[src/rtl/regfile_sb.sv]
// regfile_sb: parametrised integer register file with N combinational read
// ports, one synchronous write port, an optional same-cycle write-to-read
// bypass, and a per-register pending (scoreboard) bit for hazard detection.
// This block has no valid/ready handshakes: every input is sampled on each
// rising edge of clk, and the read ports are purely combinational.
module regfile_sb #(
  parameter int XLEN   = 32,
  parameter int NREGS  = 32,
  parameter int NUM_RD = 2,
  parameter int BYPASS = 1,
  parameter int AW     = $clog2(NREGS)
) (
  input  logic                     clk,
  input  logic                     reset_n,
  input  logic [NUM_RD*AW-1:0]     rs_addr_i,
  output logic [NUM_RD*XLEN-1:0]   rs_data_o,
  output logic [NUM_RD-1:0]        rs_busy_o,
  input  logic                     wr_en_i,
  input  logic [AW-1:0]            rd_addr_i,
  input  logic [XLEN-1:0]          wr_data_i,
  input  logic                     issue_en_i,
  input  logic [AW-1:0]            issue_rd_i,
  input  logic                     flush_i,
  output logic [NREGS-1:0]         busy_vec_o
);

  logic [XLEN-1:0]  regs [NREGS];
  logic [NREGS-1:0] pend;
  logic [AW-1:0]    rd_addr;
  logic             wr_hit;

  // Storage: async clear, single write port; writes to x0 are dropped.
  // A flush does not block the data write.
  always_ff @(posedge clk or negedge reset_n) begin
    if (!reset_n) begin
      for (int r = 0; r < NREGS; r++) begin
        regs[r] <= '0;
      end
    end else if (wr_en_i && (rd_addr_i != '0)) begin
      regs[rd_addr_i] <= wr_data_i;
    end
  end

  // Scoreboard: flush beats issue, issue beats writeback (the writeback
  // belongs to an older instruction). Bit 0 is never set.
  always_ff @(posedge clk or negedge reset_n) begin
    if (!reset_n) begin
      pend <= '0;
    end else begin
      pend[0] <= 1'b0;
      for (int r = 1; r < NREGS; r++) begin
        if (flush_i) begin
          pend[r] <= 1'b0;
        end else if (issue_en_i && (issue_rd_i == AW'(r))) begin
          pend[r] <= 1'b1;
        end else if (wr_en_i && (rd_addr_i == AW'(r))) begin
          pend[r] <= 1'b0;
        end
      end
    end
  end

  // Read ports: x0 reads zero; a same-cycle writeback hit always clears
  // busy (avoids deadlock) and forwards the write data only when BYPASS=1.
  // Outputs are forced to zero while reset is held so a pending write
  // cannot leak through the bypass path.
  always_comb begin
    rs_data_o = '0;
    rs_busy_o = '0;
    rd_addr   = '0;
    wr_hit    = 1'b0;
    for (int k = 0; k < NUM_RD; k++) begin
      rd_addr = rs_addr_i[k*AW +: AW];
      wr_hit  = wr_en_i && (rd_addr_i == rd_addr);
      if (!reset_n || (rd_addr == '0)) begin
        rs_data_o[k*XLEN +: XLEN] = '0;
        rs_busy_o[k]              = 1'b0;
      end else if (wr_hit) begin
        rs_data_o[k*XLEN +: XLEN] = (BYPASS != 0) ? wr_data_i : regs[rd_addr];
        rs_busy_o[k]              = 1'b0;
      end else begin
        rs_data_o[k*XLEN +: XLEN] = regs[rd_addr];
        rs_busy_o[k]              = pend[rd_addr];
      end
    end
  end

  assign busy_vec_o = pend;

endmodule
[config.mk]
export PLATFORM = sky130hd
export DESIGN_NAME = regfile_sb
export DESIGN_NICKNAME = d
export VERILOG_FILES = /design/src/rtl/regfile_sb.sv
export SDC_FILE = /design/constraint.sdc
export NUM_CORES = 2
export LEC_CHECK = 0
export CAP_MARGIN = 20
export CORE_MARGIN = 2
export CORE_UTILIZATION = 45
export CTS_BUF_LIST = sky130_fd_sc_hd__clkbuf_16
export DETAILED_ROUTE_END_ITERATION = 7
export DONT_BUFFER_PORTS = 1
export GPL_ROUTABILITY_DRIVEN = 0
export PLACE_DENSITY_LB_ADDON = 0.25
export SLEW_MARGIN = 5
export SYNTH_ARGS = -nofsm -noshare
export SYNTH_HDL_FRONTEND = slang
export SYNTH_SLANG_ARGS = --single-unit
[constraint.sdc]
create_clock -name clk -period 3.35 [get_ports clk]
set_input_delay 0.1675 -clock clk [delete_from_list [all_inputs] [get_ports clk]]
set_output_delay 0.1675 -clock clk [all_outputs]
set_load 0.03 [all_outputs]
; Word-level counts from Yosys, hierarchy flattened
; Cells that the tools add are included.
[op_classes]
order_cmp = 6
n_eq_ne = 64
mux = 114
bitwise_logic = 3
reduce_logical = 103
[ops]
columns = cell, count
row1 = 1024-bit bitwise mux, 1
row2 = 32-bit binary-select mux with 5-bit select, 2
row3 = 32-bit 2-to-1 mux, 9
row4 = 32-bit demux with 5-bit select, 1
row5 = 5-bit equality test (second input constant), 32
row6 = 1-bit 2-to-1 mux, 99
row7 = 3-bit nonzero test, 31
row8 = 5-bit by 4-bit equality test with 1-bit output (second input constant), 16
row9 = 1-bit logical AND, 66
row10 = 5-bit by 3-bit equality test with 1-bit output (second input constant), 8
row11 = 5-bit by 2-bit equality test with 1-bit output (second input constant), 4
row12 = 6-bit >= comparator (second input constant), 3
row13 = 5-bit inverter with 6-bit output, 3
row14 = 5-bit by 6-bit less-than comparator with 1-bit output (second input constant), 2
row15 = 1-bit binary-select mux with 5-bit select, 2
row16 = 5-bit by 1-bit equality test with 1-bit output (second input constant), 2
row17 = 5-bit equality test, 2
row18 = 5-bit logical NOT, 2
row19 = 6-bit by 1-bit less-than comparator with 1-bit output (second input constant), 1
row20 = 5-bit nonzero test, 1
row21 = 1-bit logical OR, 2
row22 = 1-bit logical NOT, 1
[totals]
reg_bits = 1055
inputBits = 57
wordCells = 353

; Depth between registers and ports, before layout
[logic_depth]
word_depth = 6
ltp_mapped = 9
ltp_nobuf = 5

; Worst setup path after synthesis
; Ideal clock, no wire load.
[synth_path]
kind = input-to-output
startpoint = in rs_addr_i[5]
endpoint = out rs_busy_o[1]
t_arrival_ns = 2.107
required_time_ns = 3.182
slack_ns = 1.076
path_stages = 8
n_path_buf = 4
cell_sequence = buf_2 > buf_6 > buf_6 > buf_4 > mux2i_1 > a221oi_1 > a221oi_1 > a211oi_1
[synth_via]
elab_chain_cells = 4
word_cells_on_any_way = 8
cone_classes = 1 x eq/ne / 4 x mux / 3 x reduce/logical
[synth_lines]
columns = item, line_no
row1 = from (decl), 15  ; input logic [NUM_RD*AW-1:0] rs_addr_i,
row2 = 1-bit binary-select mux with 5-bit select or 5-bit equality test (tied branches), "83, 74"
row3 = 1-bit 2-to-1 mux (implied by the code) or 1-bit logical AND (tied branches), "83, 74"
row4 = 1-bit 2-to-1 mux, 78  ; end else if (wr_hit) begin
row5 = 1-bit 2-to-1 mux (*), 75  ; if (!reset_n || (rd_addr == '0)) begin
row6 = to (decl), 17  ; output logic [NUM_RD-1:0] rs_busy_o,
; Mark *: on every way between the ends. The rest lies on a longest branch, timed or not. The select of a mux whose other input is x is not followed.

; Final worst setup path
[layout_path]
startpoint = reg regs[798] in the netlist's numbering
endpoint = out rs_data_o[30]
[layout_via]
elab_chain_cells = 5
[layout_lines]
columns = item, line_no
row1 = from (decl), 27  ; logic [XLEN-1:0] regs [NREGS];
row2 = "from (signal, indexed assignment)", 40  ; regs[rd_addr_i] <= wr_data_i;
row3 = 32-bit binary-select mux with 5-bit select, 82  ; rs_data_o[k*XLEN +: XLEN] = regs[rd_addr];
row4 = 32-bit 2-to-1 mux (implied by the code) (2 in series), 82
row5 = 32-bit 2-to-1 mux, 78
row6 = 32-bit 2-to-1 mux, 75
row7 = to (decl), 16  ; output logic [NUM_RD*XLEN-1:0] rs_data_o,
; No other way between the ends. The select of a mux whose other input is x is not followed.

==> out/summary.log <==
qor: clock_network.max-clock-path-buffers 3
qor: sta.layout_setup_ws 0.07105 ns
qor: die.die_h 359.3 um
qor: global_route.grt_usage 29.51%
qor: synthesis.synthSimpleGateAreaFrac 1.601%
qor: setup_path.slowest_cell_delay_on_critical_path 0.50 ns
qor: clock_network.clock_tree.root_cell sky130_fd_sc_hd__clkbuf_16
qor: pwr.power_per_cell_area 575.5 nW/um^2
qor: sta.final.hold.worst_slack -0.8649 ns
qor: die.ios 155
qor: sta.finalSetupViolCount 0
qor: setup_path.critPathArrivalTime 3.11 ns
qor: synthesis.synthesis.yosys.warnings 0
qor: placed_design.post-place-ws 0.003239 ns
qor: clock_network.tritoncts built
qor: setup_path.setup.worst_path.class flip-flop to primary output
qor: die.initial_standard_cell_utilization_of_the_core 45.30%
qor: synthesis.synth_compound_area_share 6.447%
qor: die.rows 130
qor: synthesis.synth.net_count 3944
qor: min_path.min-delay-path-class input port to asynchronous set/reset pin
qor: synthesis.synthDominantCellAreaShare 46.47%
qor: sta.setup-tns-final 0 ns
qor: sta.tightest_slew 1.154 ns
qor: routing.drt-total-wl 193.2 mm
qor: global_route.grt_max_degree 1059
qor: flow_run.cap_violations 0
qor: pwr.leakage 0.02714 uW
qor: cells_and_area.finish.cell_count_without_fillers 5501
qor: routing.via_count 37450
qor: placed_design.number_of_i_o_port_buffers 0
qor: pwr.p_switching 9975 uW
qor: setup_path.critical_path.startpoint_type flip-flop
qor: sta.clock_skew 0 ns
qor: sta.grt_setup_unrepaired no
qor: clock_network.clock-sinks 1055
qor: synthesis.yosys.area_share.adder 0%
qor: clock_network.cts_post_setup_buffers_inserted 0
qor: synthesis.synth-edff-count 0
qor: setup_path.worst_path_max_delay_cell sky130_fd_sc_hd__a221oi_1
qor: cells_and_area.final_core_utilization 50.24%
qor: global_route.global_route.peak_usage_layer met2
qor: run_status.failed_checks negative hold slack
qor: pwr.pwr-share-clk 33.7%
qor: synthesis.async_reset_ff_share 100.0%
qor: global_route.groute.layer.met1.usage 41.31%
qor: die.die-area 129100 sq um
qor: routing.drt-wirelength-per-cell 35.12 um
qor: setup_path.critPathRequiredTime 3.18 ns
qor: sta.timing.fmax 305.0 MHz
qor: setup_path.critPathTopFamily compound AO/OA/AOI/OAI gates
qor: run_status.run_status complete, but fails checks
qor: sta.finalCriticalPeriod 3.279 ns
qor: setup_path.cp_max_fo 3
qor: placed_design.detailedPlacementHpwl 103.3 mm
qor: clock_network.postCtsHoldBufs 67
qor: synthesis.synth_ff_type sky130_fd_sc_hd__dfrtp_1
qor: cells_and_area.syn2layout_area_growth 10.91%
qor: global_route.globalRouteMet3Util 6.855%
qor: cells_and_area.nets 3808
qor: global_route.first_global_vias 37100
qor: sta.max_slew_margin 22.83%
qor: synthesis.syn_area 56810 sq um
qor: synthesis.netlist_top_cells_area sky130_fd_sc_hd__dfrtp_1, sky130_fd_sc_hd__mux2_2, sky130_fd_sc_hd__mux4_2, sky130_fd_sc_hd__mux2i_1, sky130_fd_sc_hd__a22oi_1
qor: synthesis.post_synth_inst_count 3887
qor: pwr.finalPower 36260 uW
qor: synthesis.ys_seq_area_share 46.47%
qor: routing.vias_per_cell 6.808
qor: setup_path.path_buf_inv 1
qor: sta.final_hold_viol_count 303
qor: cells_and_area.drive_gt1_share 47.07%
qor: synthesis.synth_top_family_by_area multiplexers
qor: pwr.switching_share 27.51%
qor: pwr.internal_portion_of_total_power 26280 uW
qor: global_route.grt_use_met2 44.31%
qor: clock_network.tritoncts.num_buffers 114
qor: setup_path.reg2reg_slack 1.73 ns
qor: clock_network.worst_skew_pair.late_latency 0.72 ns
qor: clock_network.cts-htree-levels 3
qor: setup_path.worst_setup_path_end_kind primary output
qor: routing.initialDrtViolationCount 3963
qor: pwr.pwr-share-comb 20.0%
qor: routing.drt-pass1-iter-count 6
qor: clock_network.clkTransAtPathRegs 0.06 ns
qor: global_route.number_of_antenna_violations_at_the_first_check_in_global_routing 7
qor: routing.ant_nets 0
qor: sta.slew_viol_final 0
qor: die.die_w 359.3 um
qor: pwr.power_frac_seq 46.3%
qor: synthesis.post_synthesis_register_bit_count 1055
qor: synthesis.yosysUniqueCellTypes 49
qor: synthesis.synthMuxAreaShare 41.56%
qor: setup_path.worstPathCellList mux4_2 -> a22o_1 -> a221oi_1 -> o221ai_1 -> buf_4
qor: synthesis.synthXorXnorAreaFrac 0.1542%
qor: die.fp.coreArea 125400 sq um
qor: sta.final_min_period_over_clock_period 97.88%
qor: global_route.global_route_wire_length_before_repair 277.7 mm
qor: synthesis.syn-mean-instance-area 14.61 sq um
qor: routing.detail_route.drc_violations 0
qor: placed_design.dpl.cell_count 5188
qor: pwr.irDropWorstVdd 0.4051 mV
qor: synthesis.synth_top_cell_by_area sky130_fd_sc_hd__dfrtp_1
qor: global_route.globalRouteOverflowTotal 0
==> state kept, by name (all words and copies together), names as in the netlist <==
signal and flops:
regs 1024, busy_vec_o 31
==> cell usage after synthesis (all sizes together) (23+ instances only) <==
cell and count:
nor2 53, o221ai 33, a21oi 49, o21ai 26
mux4 439, o21bai 32, mux2 1048, a211oi 26
clkbuf 238, nand2 86, a211o 23, a31oi 24
a221oi 88, a22oi 132, dfrtp 1055, mux2i 192
buf 210
==> worst register-to-register path, delay by kind of cell (launching register included) <==
kind                   cells  cell delay (ns)
DFF                        1             0.56
AOI/OAI and AO/OA          2             0.40
buffers and inverters      1             0.60
==> cell usage in the layout (no fill, tap or decap), drive strengths merged, types with 24 or more instances in the layout <==
master / instances
a22oi: 132
dfrtp: 1055
a21oi: 49
a31oi: 24
buf: 133
nand2: 86
o21bai: 32
dlygate4sd3: 58
clkbuf: 122
a221oi: 88
clkinv: 60
a211oi: 26
mux4: 439
o21ai: 26
inv: 37
o221ai: 33
mux2: 1048
mux2i: 192
nor2: 53
==> logic make-up after synthesis <==
kind of cell           Yosys count
AND/OR/NAND/NOR                203
other                            1
flip-flops                    1055
buffers and inverters          461
XOR/XNOR                        10
AO/OA/AOI/OAI                  478
multiplexers                  1679
==> metal layers <==
metal / wire length [um] / vias to the layer above / part of all wire [%]
met5: 32 / - / 0.017
met4: 8649 / 6 / 4.5
met3: 18120 / 410 / 9.4
met2: 86990 / 1831 / 45
met1: 79430 / 20300 / 41
li1: - / 14900 / -
==> worst paths after layout <==
kind                                start        endpoint  cells past startpoint
min reg2reg                    regs[1009]      regs[1009]                      0
min                               reset_n       regs[572]                      0
max in group asynchronous         reset_n       regs[579]                      3
max reg2reg                busy_vec_o[29]  busy_vec_o[29]                      3
min in group clk             rd_addr_i[2]       regs[505]                      3
max                             regs[798]   rs_data_o[30]                      5
==> through the flow <==
step,hold WS (ns),cell area (sq um)
after detailed placement,-0.03488,58080
after floorplan,-0.1281,56810
final,-0.8649,63000
after CTS,-0.8138,62390
after global placement,-0.03546,58080
after global routing,-0.8780,63000
==> timing repair <==
action	in CTS	in global routing
resized for setup	2	1
endpoints found under the setup margin	1	66
hold endpoints to repair	2078	247
gates cloned	0	5
==> area by class of cell <==
cell class	instances	area, sq um
Clock inverter	93	608.1
Antenna cell	6	15.01
Inverter	13	48.80
Sequential cell	1055	26400
Multi-Input combinational cell	2371	28600
Tap cell	1650	2064
Timing Repair Buffer	196	2340
Clock buffer	117	2928
Fill cell	10510	62410
==> power by group through the flow <==
stage / Clock (uW) / Combinational (uW) / Sequential, uW
2_1_floorplan: 0 / 5780 / 16400
5_1_grt: 12900 / 7700 / 17100
4_1_cts: 12400 / 6880 / 16700
6_report: 12200 / 7260 / 16800
3_5_place_dp: 0 / 6560 / 16900
3_3_place_gp: 0 / 6430 / 16800
No activity file was read; power rests on OpenSTA's default activity.
